File: config.mk
export PLATFORM = sky130hd
export DESIGN_NAME = uart_ddr_cmd_ctrl_flat
export DESIGN_NICKNAME = d
export VERILOG_FILES = /design/src/rtl/uart_ddr_cmd_ctrl_pkg.sv /design/src/rtl/uart_ddr_cmd_ctrl_if.sv /design/src/rtl/uart_ddr_cmd_ctrl.sv /design/src/flat_wrapper.sv
export SDC_FILE = /design/constraint.sdc
export NUM_CORES = 1
export LEC_CHECK = 0
export CORE_MARGIN = 8
export CORE_UTILIZATION = 44
export DETAILED_ROUTE_END_ITERATION = 10
export PLACE_DENSITY = 0.76
export SYNTH_ARGS = -nofsm -noshare
export SYNTH_HDL_FRONTEND = slang
export SYNTH_SLANG_ARGS = --single-unit
File: constraint.sdc
create_clock -name sys_clk_i -period 1.9 [get_ports sys_clk_i]
set_input_delay 0.19 -clock sys_clk_i [delete_from_list [all_inputs] [get_ports sys_clk_i]]
set_output_delay 0.19 -clock sys_clk_i [all_outputs]
set_load 0.005 [all_outputs]
File: src/rtl/uart_ddr_cmd_ctrl_pkg.sv
// Shared constants for the UART-to-MCB command sequencer: frame opcodes, reply bytes,
// MCB instruction codes and the controller state encoding.
package uart_ddr_cmd_ctrl_pkg;

  localparam logic [7:0] OP_WRITE = 8'h57;
  localparam logic [7:0] OP_READ  = 8'h52;
  localparam logic [7:0] RPL_ERR  = 8'h45;
  localparam logic [7:0] RPL_OK   = 8'h4B;
  localparam logic [7:0] RPL_TMO  = 8'h54;

  localparam logic [2:0] INSTR_WRITE = 3'b000;
  localparam logic [2:0] INSTR_READ  = 3'b001;

  typedef enum logic [3:0] {
    ST_IDLE,
    ST_ADDR,
    ST_WDATA,
    ST_WPUSH,
    ST_WCMD,
    ST_RCMD,
    ST_RWAIT,
    ST_RSEND,
    ST_REPLY
  } state_t;

  function automatic logic is_opcode(input logic [7:0] b);
    return (b == OP_WRITE) || (b == OP_READ);
  endfunction

endpackage

File: src/rtl/uart_ddr_cmd_ctrl_if.sv
// UART byte link plus MCB port-0 command/write/read channels as seen by the sequencer.
interface uart_ddr_cmd_ctrl_if #(
  parameter int DATA_W = 128,
  parameter int ADDR_W = 30
);
  logic [7:0]          rx_data;
  logic                rx_valid;
  logic                rx_ready;
  logic [7:0]          tx_data;
  logic                tx_valid;
  logic                tx_ready;
  logic                p0_cmd_en;
  logic [2:0]          p0_cmd_instr;
  logic [5:0]          p0_cmd_bl;
  logic [ADDR_W-1:0]   p0_cmd_byte_addr;
  logic                p0_cmd_full;
  logic                p0_wr_en;
  logic [DATA_W-1:0]   p0_wr_data;
  logic [DATA_W/8-1:0] p0_wr_mask;
  logic                p0_wr_full;
  logic                p0_rd_en;
  logic [DATA_W-1:0]   p0_rd_data;
  logic                p0_rd_empty;

  modport master (
    input  rx_data, rx_valid, tx_ready, p0_cmd_full, p0_wr_full, p0_rd_data, p0_rd_empty,
    output rx_ready, tx_data, tx_valid, p0_cmd_en, p0_cmd_instr, p0_cmd_bl, p0_cmd_byte_addr,
           p0_wr_en, p0_wr_data, p0_wr_mask, p0_rd_en
  );

  modport slave (
    output rx_data, rx_valid, tx_ready, p0_cmd_full, p0_wr_full, p0_rd_data, p0_rd_empty,
    input  rx_ready, tx_data, tx_valid, p0_cmd_en, p0_cmd_instr, p0_cmd_bl, p0_cmd_byte_addr,
           p0_wr_en, p0_wr_data, p0_wr_mask, p0_rd_en
  );
endinterface

File: src/rtl/uart_ddr_cmd_ctrl.sv
// Parses single-word read/write frames from the UART, drives MCB port 0 and
// answers with the read word or a one-byte status (K / E / T).
module uart_ddr_cmd_ctrl
  import uart_ddr_cmd_ctrl_pkg::*;
#(
  parameter int DATA_W  = 128,
  parameter int ADDR_W  = 30,
  parameter int TIMEOUT = 1023
) (
  input  logic                sys_clk_i,
  input  logic                sys_rst_i,
  input  logic                calib_done,
  uart_ddr_cmd_ctrl_if.master bus
);

  localparam int NBYTES = DATA_W / 8;
  localparam int BW     = $clog2(NBYTES);
  localparam int TMO_W  = $clog2(TIMEOUT + 1);

  state_t              r_state;
  state_t              w_state_nxt;
  logic                r_is_write;
  logic [BW-1:0]       r_cnt;
  logic [ADDR_W-1:0]   r_addr;
  logic [DATA_W-1:0]   r_wdata;
  logic [DATA_W-1:0]   r_rdata;
  logic [7:0]          r_tx_data;
  logic                r_tx_valid;
  logic [TMO_W-1:0]    r_tmo;

  logic                w_rx_ready;
  logic                w_wr_en;
  logic                w_cmd_en;
  logic                w_rd_en;
  logic [2:0]          w_cmd_instr;
  logic                w_rx_acc;
  logic                w_tx_acc;
  logic                w_cnt_last;

  assign w_rx_acc   = bus.rx_valid & w_rx_ready;
  assign w_tx_acc   = r_tx_valid & bus.tx_ready;
  assign w_cnt_last = (r_cnt == BW'(NBYTES - 1));

  always_ff @(posedge sys_clk_i) begin
    if (sys_rst_i) r_state <= ST_IDLE;
    else           r_state <= w_state_nxt;
  end

  always_comb begin
    w_state_nxt = r_state;
    w_rx_ready  = 1'b0;
    w_wr_en     = 1'b0;
    w_cmd_en    = 1'b0;
    w_rd_en     = 1'b0;
    w_cmd_instr = INSTR_WRITE;
    case (r_state)
      ST_IDLE: begin
        // calib_done only gates new opcodes; a started frame runs to completion
        w_rx_ready = calib_done;
        w_rd_en    = ~bus.p0_rd_empty;
        if (calib_done && bus.rx_valid)
          w_state_nxt = is_opcode(bus.rx_data) ? ST_ADDR : ST_REPLY;
      end
      ST_ADDR: begin
        w_rx_ready = 1'b1;
        if (bus.rx_valid && r_cnt == BW'(3))
          w_state_nxt = r_is_write ? ST_WDATA : ST_RCMD;
      end
      ST_WDATA: begin
        w_rx_ready = 1'b1;
        if (bus.rx_valid && w_cnt_last) w_state_nxt = ST_WPUSH;
      end
      ST_WPUSH: begin
        if (!bus.p0_wr_full) begin
          w_wr_en     = 1'b1;
          w_state_nxt = ST_WCMD;
        end
      end
      ST_WCMD: begin
        if (!bus.p0_cmd_full) begin
          w_cmd_en    = 1'b1;
          w_state_nxt = ST_REPLY;
        end
      end
      ST_RCMD: begin
        w_cmd_instr = INSTR_READ;
        if (!bus.p0_cmd_full) begin
          w_cmd_en    = 1'b1;
          w_state_nxt = ST_RWAIT;
        end
      end
      ST_RWAIT: begin
        if (!bus.p0_rd_empty) begin
          w_rd_en     = 1'b1;
          w_state_nxt = ST_RSEND;
        end else if (r_tmo == '0) begin
          w_state_nxt = ST_REPLY;
        end
      end
      ST_RSEND: if (w_tx_acc && w_cnt_last) w_state_nxt = ST_IDLE;
      ST_REPLY: if (w_tx_acc) w_state_nxt = ST_IDLE;
      default:  w_state_nxt = ST_IDLE;
    endcase
    if (sys_rst_i) begin
      w_rx_ready  = 1'b0;
      w_wr_en     = 1'b0;
      w_cmd_en    = 1'b0;
      w_rd_en     = 1'b0;
      w_cmd_instr = INSTR_WRITE;
    end
  end

  always_ff @(posedge sys_clk_i) begin
    if (sys_rst_i) begin
      r_is_write <= 1'b0;
      r_cnt      <= '0;
      r_addr     <= '0;
      r_wdata    <= '0;
      r_rdata    <= '0;
      r_tx_data  <= '0;
      r_tx_valid <= 1'b0;
      r_tmo      <= '0;
    end else begin
      case (r_state)
        ST_IDLE: if (w_rx_acc) begin
          r_is_write <= (bus.rx_data == OP_WRITE);
          r_cnt      <= '0;
          if (!is_opcode(bus.rx_data)) begin
            r_tx_data  <= RPL_ERR;
            r_tx_valid <= 1'b1;
          end
        end
        ST_ADDR: if (w_rx_acc) begin
          r_addr <= {r_addr[ADDR_W-9:0], bus.rx_data};
          r_cnt  <= (r_cnt == BW'(3)) ? '0 : r_cnt + 1'b1;
        end
        ST_WDATA: if (w_rx_acc) begin
          r_wdata <= {r_wdata[DATA_W-9:0], bus.rx_data};
          r_cnt   <= w_cnt_last ? '0 : r_cnt + 1'b1;
        end
        ST_WCMD: if (w_cmd_en) begin
          r_tx_data  <= RPL_OK;
          r_tx_valid <= 1'b1;
        end
        ST_RCMD: if (w_cmd_en) r_tmo <= TMO_W'(TIMEOUT - 1);
        ST_RWAIT: begin
          if (w_rd_en) begin
            r_tx_data  <= bus.p0_rd_data[DATA_W-1 -: 8];
            r_rdata    <= bus.p0_rd_data << 8;
            r_tx_valid <= 1'b1;
            r_cnt      <= '0;
          end else if (r_tmo == '0) begin
            r_tx_data  <= RPL_TMO;
            r_tx_valid <= 1'b1;
          end else begin
            r_tmo <= r_tmo - 1'b1;
          end
        end
        ST_RSEND: if (w_tx_acc) begin
          if (w_cnt_last) begin
            r_tx_valid <= 1'b0;
            r_cnt      <= '0;
          end else begin
            r_tx_data <= r_rdata[DATA_W-1 -: 8];
            r_rdata   <= r_rdata << 8;
            r_cnt     <= r_cnt + 1'b1;
          end
        end
        ST_REPLY: if (w_tx_acc) r_tx_valid <= 1'b0;
        default: ;
      endcase
    end
  end

  assign bus.rx_ready         = w_rx_ready;
  assign bus.tx_data          = r_tx_data;
  assign bus.tx_valid         = r_tx_valid;
  assign bus.p0_cmd_en        = w_cmd_en;
  assign bus.p0_cmd_instr     = w_cmd_instr;
  assign bus.p0_cmd_bl        = '0;
  assign bus.p0_cmd_byte_addr = {r_addr[ADDR_W-1:BW], {BW{1'b0}}};
  assign bus.p0_wr_en         = w_wr_en;
  assign bus.p0_wr_data       = r_wdata;
  assign bus.p0_wr_mask       = '0;
  assign bus.p0_rd_en         = w_rd_en;

endmodule

File: src/flat_wrapper.sv
// flat-port wrapper written by rule: the top's interface ports become plain ports
module uart_ddr_cmd_ctrl_flat import uart_ddr_cmd_ctrl_pkg::*;
#(
  parameter int DATA_W  = 128,
  parameter int ADDR_W  = 30,
  parameter int TIMEOUT = 1023
)
  (sys_clk_i, sys_rst_i, calib_done, bus_rx_data, bus_rx_valid, bus_tx_ready, bus_p0_cmd_full, bus_p0_wr_full, bus_p0_rd_data, bus_p0_rd_empty, bus_rx_ready, bus_tx_data, bus_tx_valid, bus_p0_cmd_en, bus_p0_cmd_instr, bus_p0_cmd_bl, bus_p0_cmd_byte_addr, bus_p0_wr_en, bus_p0_wr_data, bus_p0_wr_mask, bus_p0_rd_en);
  uart_ddr_cmd_ctrl_if #(.DATA_W(DATA_W), .ADDR_W(ADDR_W)) bus_i ();
  input  logic sys_clk_i;
  input  logic sys_rst_i;
  input  logic calib_done;
  input wire logic [$bits(bus_i.rx_data)-1:0] bus_rx_data;
  input wire logic [$bits(bus_i.rx_valid)-1:0] bus_rx_valid;
  input wire logic [$bits(bus_i.tx_ready)-1:0] bus_tx_ready;
  input wire logic [$bits(bus_i.p0_cmd_full)-1:0] bus_p0_cmd_full;
  input wire logic [$bits(bus_i.p0_wr_full)-1:0] bus_p0_wr_full;
  input wire logic [$bits(bus_i.p0_rd_data)-1:0] bus_p0_rd_data;
  input wire logic [$bits(bus_i.p0_rd_empty)-1:0] bus_p0_rd_empty;
  output wire logic [$bits(bus_i.rx_ready)-1:0] bus_rx_ready;
  output wire logic [$bits(bus_i.tx_data)-1:0] bus_tx_data;
  output wire logic [$bits(bus_i.tx_valid)-1:0] bus_tx_valid;
  output wire logic [$bits(bus_i.p0_cmd_en)-1:0] bus_p0_cmd_en;
  output wire logic [$bits(bus_i.p0_cmd_instr)-1:0] bus_p0_cmd_instr;
  output wire logic [$bits(bus_i.p0_cmd_bl)-1:0] bus_p0_cmd_bl;
  output wire logic [$bits(bus_i.p0_cmd_byte_addr)-1:0] bus_p0_cmd_byte_addr;
  output wire logic [$bits(bus_i.p0_wr_en)-1:0] bus_p0_wr_en;
  output wire logic [$bits(bus_i.p0_wr_data)-1:0] bus_p0_wr_data;
  output wire logic [$bits(bus_i.p0_wr_mask)-1:0] bus_p0_wr_mask;
  output wire logic [$bits(bus_i.p0_rd_en)-1:0] bus_p0_rd_en;
  assign bus_i.rx_data = bus_rx_data;
  assign bus_i.rx_valid = bus_rx_valid;
  assign bus_i.tx_ready = bus_tx_ready;
  assign bus_i.p0_cmd_full = bus_p0_cmd_full;
  assign bus_i.p0_wr_full = bus_p0_wr_full;
  assign bus_i.p0_rd_data = bus_p0_rd_data;
  assign bus_i.p0_rd_empty = bus_p0_rd_empty;
  assign bus_rx_ready = bus_i.rx_ready;
  assign bus_tx_data = bus_i.tx_data;
  assign bus_tx_valid = bus_i.tx_valid;
  assign bus_p0_cmd_en = bus_i.p0_cmd_en;
  assign bus_p0_cmd_instr = bus_i.p0_cmd_instr;
  assign bus_p0_cmd_bl = bus_i.p0_cmd_bl;
  assign bus_p0_cmd_byte_addr = bus_i.p0_cmd_byte_addr;
  assign bus_p0_wr_en = bus_i.p0_wr_en;
  assign bus_p0_wr_data = bus_i.p0_wr_data;
  assign bus_p0_wr_mask = bus_i.p0_wr_mask;
  assign bus_p0_rd_en = bus_i.p0_rd_en;
  uart_ddr_cmd_ctrl #(.DATA_W(DATA_W), .ADDR_W(ADDR_W), .TIMEOUT(TIMEOUT)) u_core (.sys_clk_i(sys_clk_i), .sys_rst_i(sys_rst_i), .calib_done(calib_done), .bus(bus_i));
endmodule
==> metrics.yaml <==
status: "complete, but fails checks"
violations: "negative setup slack"
ant_nets: 0
power_frac_clock: 0.404
antenna_found_initial: 0
seqPwrFrac: 0.437
syn_inst: 1653
fmax_mhz: 465.0
vdd_drop_max_v: 0.0006227
grt_overflow: 0
fp-row-count: 62
tightest_slew_ps: 966.7
cp.required_ps: 2310
antenna_cells: 0
period_minus_slack_ps: 2151
synth_edf_count: 0
place_inst: 2309
crit_end: "u_core.r_rdata[39]"
wl_per_cell_um: 20.00
cpPeakStageDelay_ps: 420
cts-root-buf: "clkbuf_16"
start_kind: "register"
vias_per_cell: 5.656
hold_class: "input pin to register"
power-per-cell-area_nw_per_um2: 744.0
drt_wl_total_um: 49040
end_kind: "register"
syn2layout_area_growth_pct: 57.74
cp_max_fo: 6
drt_iter0_drc: 1238
place_ws_ps: -358.1
r2r-end: "u_core.r_rdata[39]"
layout-drive-gt1-share: 0.2123
fin_ws_ps: -250.7
grt_setup_unrepaired: "true"
start_util: 0.4460
synth_area_per_cell_um2: 7.744
core_um2: 28700
clock_skew_ps: 10.50
hold_viol: 0
slew_headroom: 0.3556
drc: 0
p_sw_frac: 0.2530
power.internal_uw: 11220
firstDrtPassIters: 8
p_sw_uw: 3801
cts_sinks: 306
boundaryPins: 340
ff2ff_path_depth: 9
crit_start: "u_core.r_state[1]"
maxCapViolations: 0
place_congestion: 0.8754
critical_path_class: "register to register"
seq_area_frac_synth: 0.4785
dp_hpwl_um: 28710
cts-hold-fix-buffers: 0
cts_buffer_depth: 3
final_common_cell: "nand2_1"
ys.flop_type: "dfxtp_1"
clock_latency_ps: 560
layout_common_cells: "nand2_1 (561), clkdlybuf4s50_1 (305), dfxtp_1 (296)"
rr_startpoint: "u_core.r_state[1]"
nets: 2191
critical_path.cell_chain: "buf_6 -> nand4b_1 -> nor3_4 -> or2_4 -> buf_12 -> buf_8 -> clkbuf_16 -> nor2_1 -> a311oi_1"
critPathSlowestCell: "dfxtp_4"
cts_made_buffers: 31
synth_area_um2: 12800
power_uw: 15020
cts_tree: "done"
r2r_setup_slack_ps: -250
cts_htree_levels: 1
die_y_um: 186.6
p_leak_uw: 0.007200
ys_ff_latch: 306
die_x_um: 186.6
yosysWarnings: 0
synth-async-reset-ratio: 0
drv_slew: 0
clk_pin_slew_ps: 70
comb_power_share: 0.159
synth_cell_types: 64
finalSetupViolations: 98
io_buffers: 311
fin_crit_sh: 1.132
grt_max_degree: 144
fin_cells: 2452
grt_pass1_wl_um: 65730
num_vias: 13870
dieArea_um2: 34810
grtUsageTotal: 0.2218
arrival_ps: 2560
grt_pass1_vias: 12490
## state kept, by name, summed over array words and instances, names as in the netlist
signal,cells
u_core.bus.p0_wr_data,128
u_core.bus.tx_data,8
u_core.bus.tx_valid,1
u_core.r_addr,30
u_core.r_cnt,4
u_core.r_is_write,1
u_core.r_rdata,120
u_core.r_state,4
u_core.r_tmo,10
## cells in the mapped netlist, types with 8 or more instances
| cell | instances | share of area |
|---|---|---|
| or3_1 | 12 | 0.0059 |
| buf_1 | 10 | 0.0029 |
| o21ai_0 | 8 | 0.0031 |
| buf_4 | 54 | 0.032 |
| buf_2 | 12 | 0.0047 |
| nor2b_1 | 8 | 0.0039 |
| clkbuf_1 | 112 | 0.033 |
| a311oi_1 | 112 | 0.077 |
| dfxtp_1 | 306 | 0.48 |
| nand2_1 | 564 | 0.17 |
| nor2_1 | 132 | 0.039 |
| a21oi_1 | 189 | 0.074 |
| nand3_1 | 22 | 0.0086 |
## timing repair
action                                  CTS  global route
resized for setup                        74           228
pin swaps                                28           109
setup buffers                             9            47
gates cloned                              7            27
endpoints found under the setup margin  200           149
## final cells by class
cell class | count | area, um2
Multi-Input combinational cell | 1181 | 6847
Fill cell | 2067 | 8511
Sequential cell | 306 | 6148
Clock buffer | 48 | 919.6
Timing Repair Buffer | 518 | 5690
Clock inverter | 9 | 83.83
Inverter | 6 | 22.52
Tap cell | 384 | 480.5
## metal layers
metal / vias to the layer above / part of all wire / GRT usage
li1: 6332 / - / -
met1: 6566 / 0.39 / 0.2843
met2: 802 / 0.48 / 0.3689
met3: 169 / 0.087 / 0.04754
met4: 0 / 0.045 / 0.06811
met5: - / 0 / 0
## worst min path at each step
stage | startpoint | endpoint | slack [ps] | cells after the start
after detailed placement | u_core.r_rdata[8] | u_core.r_rdata[8] | 450 | 2
final | sys_rst_i | u_core.r_addr[16] | 190 | 3
after global routing | sys_rst_i | u_core.r_addr[1] | 180 | 3
after floorplan | bus_rx_data[0] | u_core.r_addr[0] | 330 | 2
after CTS | sys_rst_i | u_core.r_addr[8] | 150 | 3
after global placement | u_core.r_addr[1] | u_core.r_addr[9] | 440 | 2
## critical path, delay by kind of cell, from the launching register on
kind                   cells  cell delay (ps)
and+or+nand+nor            4              710
buffers and inverters      4              480
DFF                        1              420
AOI/OAI and AO/OA          1              390
## power groups by stage
stage | combinational [uW] | sequential (uW) | clock, uW
floorplan | 950 | 6680 | 0
global placement | 1900 | 6690 | 0
detailed placement | 1920 | 6690 | 0
CTS | 2070 | 6560 | 6120
global route | 2530 | 6570 | 6400
finish | 2390 | 6570 | 6060
## cell families (layout without fill, tap and decap cells)
group / Yosys count / after routing / share of synthesized area
compound gates: 352 / 353 / 0.1821
other cells: 1 / 28 / 0.0002929
mux: 4 / 4 / 0.003323
simple gates: 783 / 784 / 0.2519
xor+xnor: 9 / 9 / 0.006158
buf+inv: 195 / 581 / 0.07477
flops: 306 / 306 / 0.4785
fa+ha+maj: 3 / 3 / 0.002933
## per-stage QoR
step                      utilization  area (um2)  hold WS, ps  TNS [ps]
after floorplan                     -       12920        326.0    -88.56
after global placement         0.5842       16770        436.9    -28720
after detailed placement       0.5842       16770        446.8    -38430
after CTS                      0.6359       18250        146.3     -3371
after global routing           0.7035       20190        178.9    -12240
final                          0.7035       20190        186.9     -4863
No activity file was read; power rests on OpenSTA's default activity.
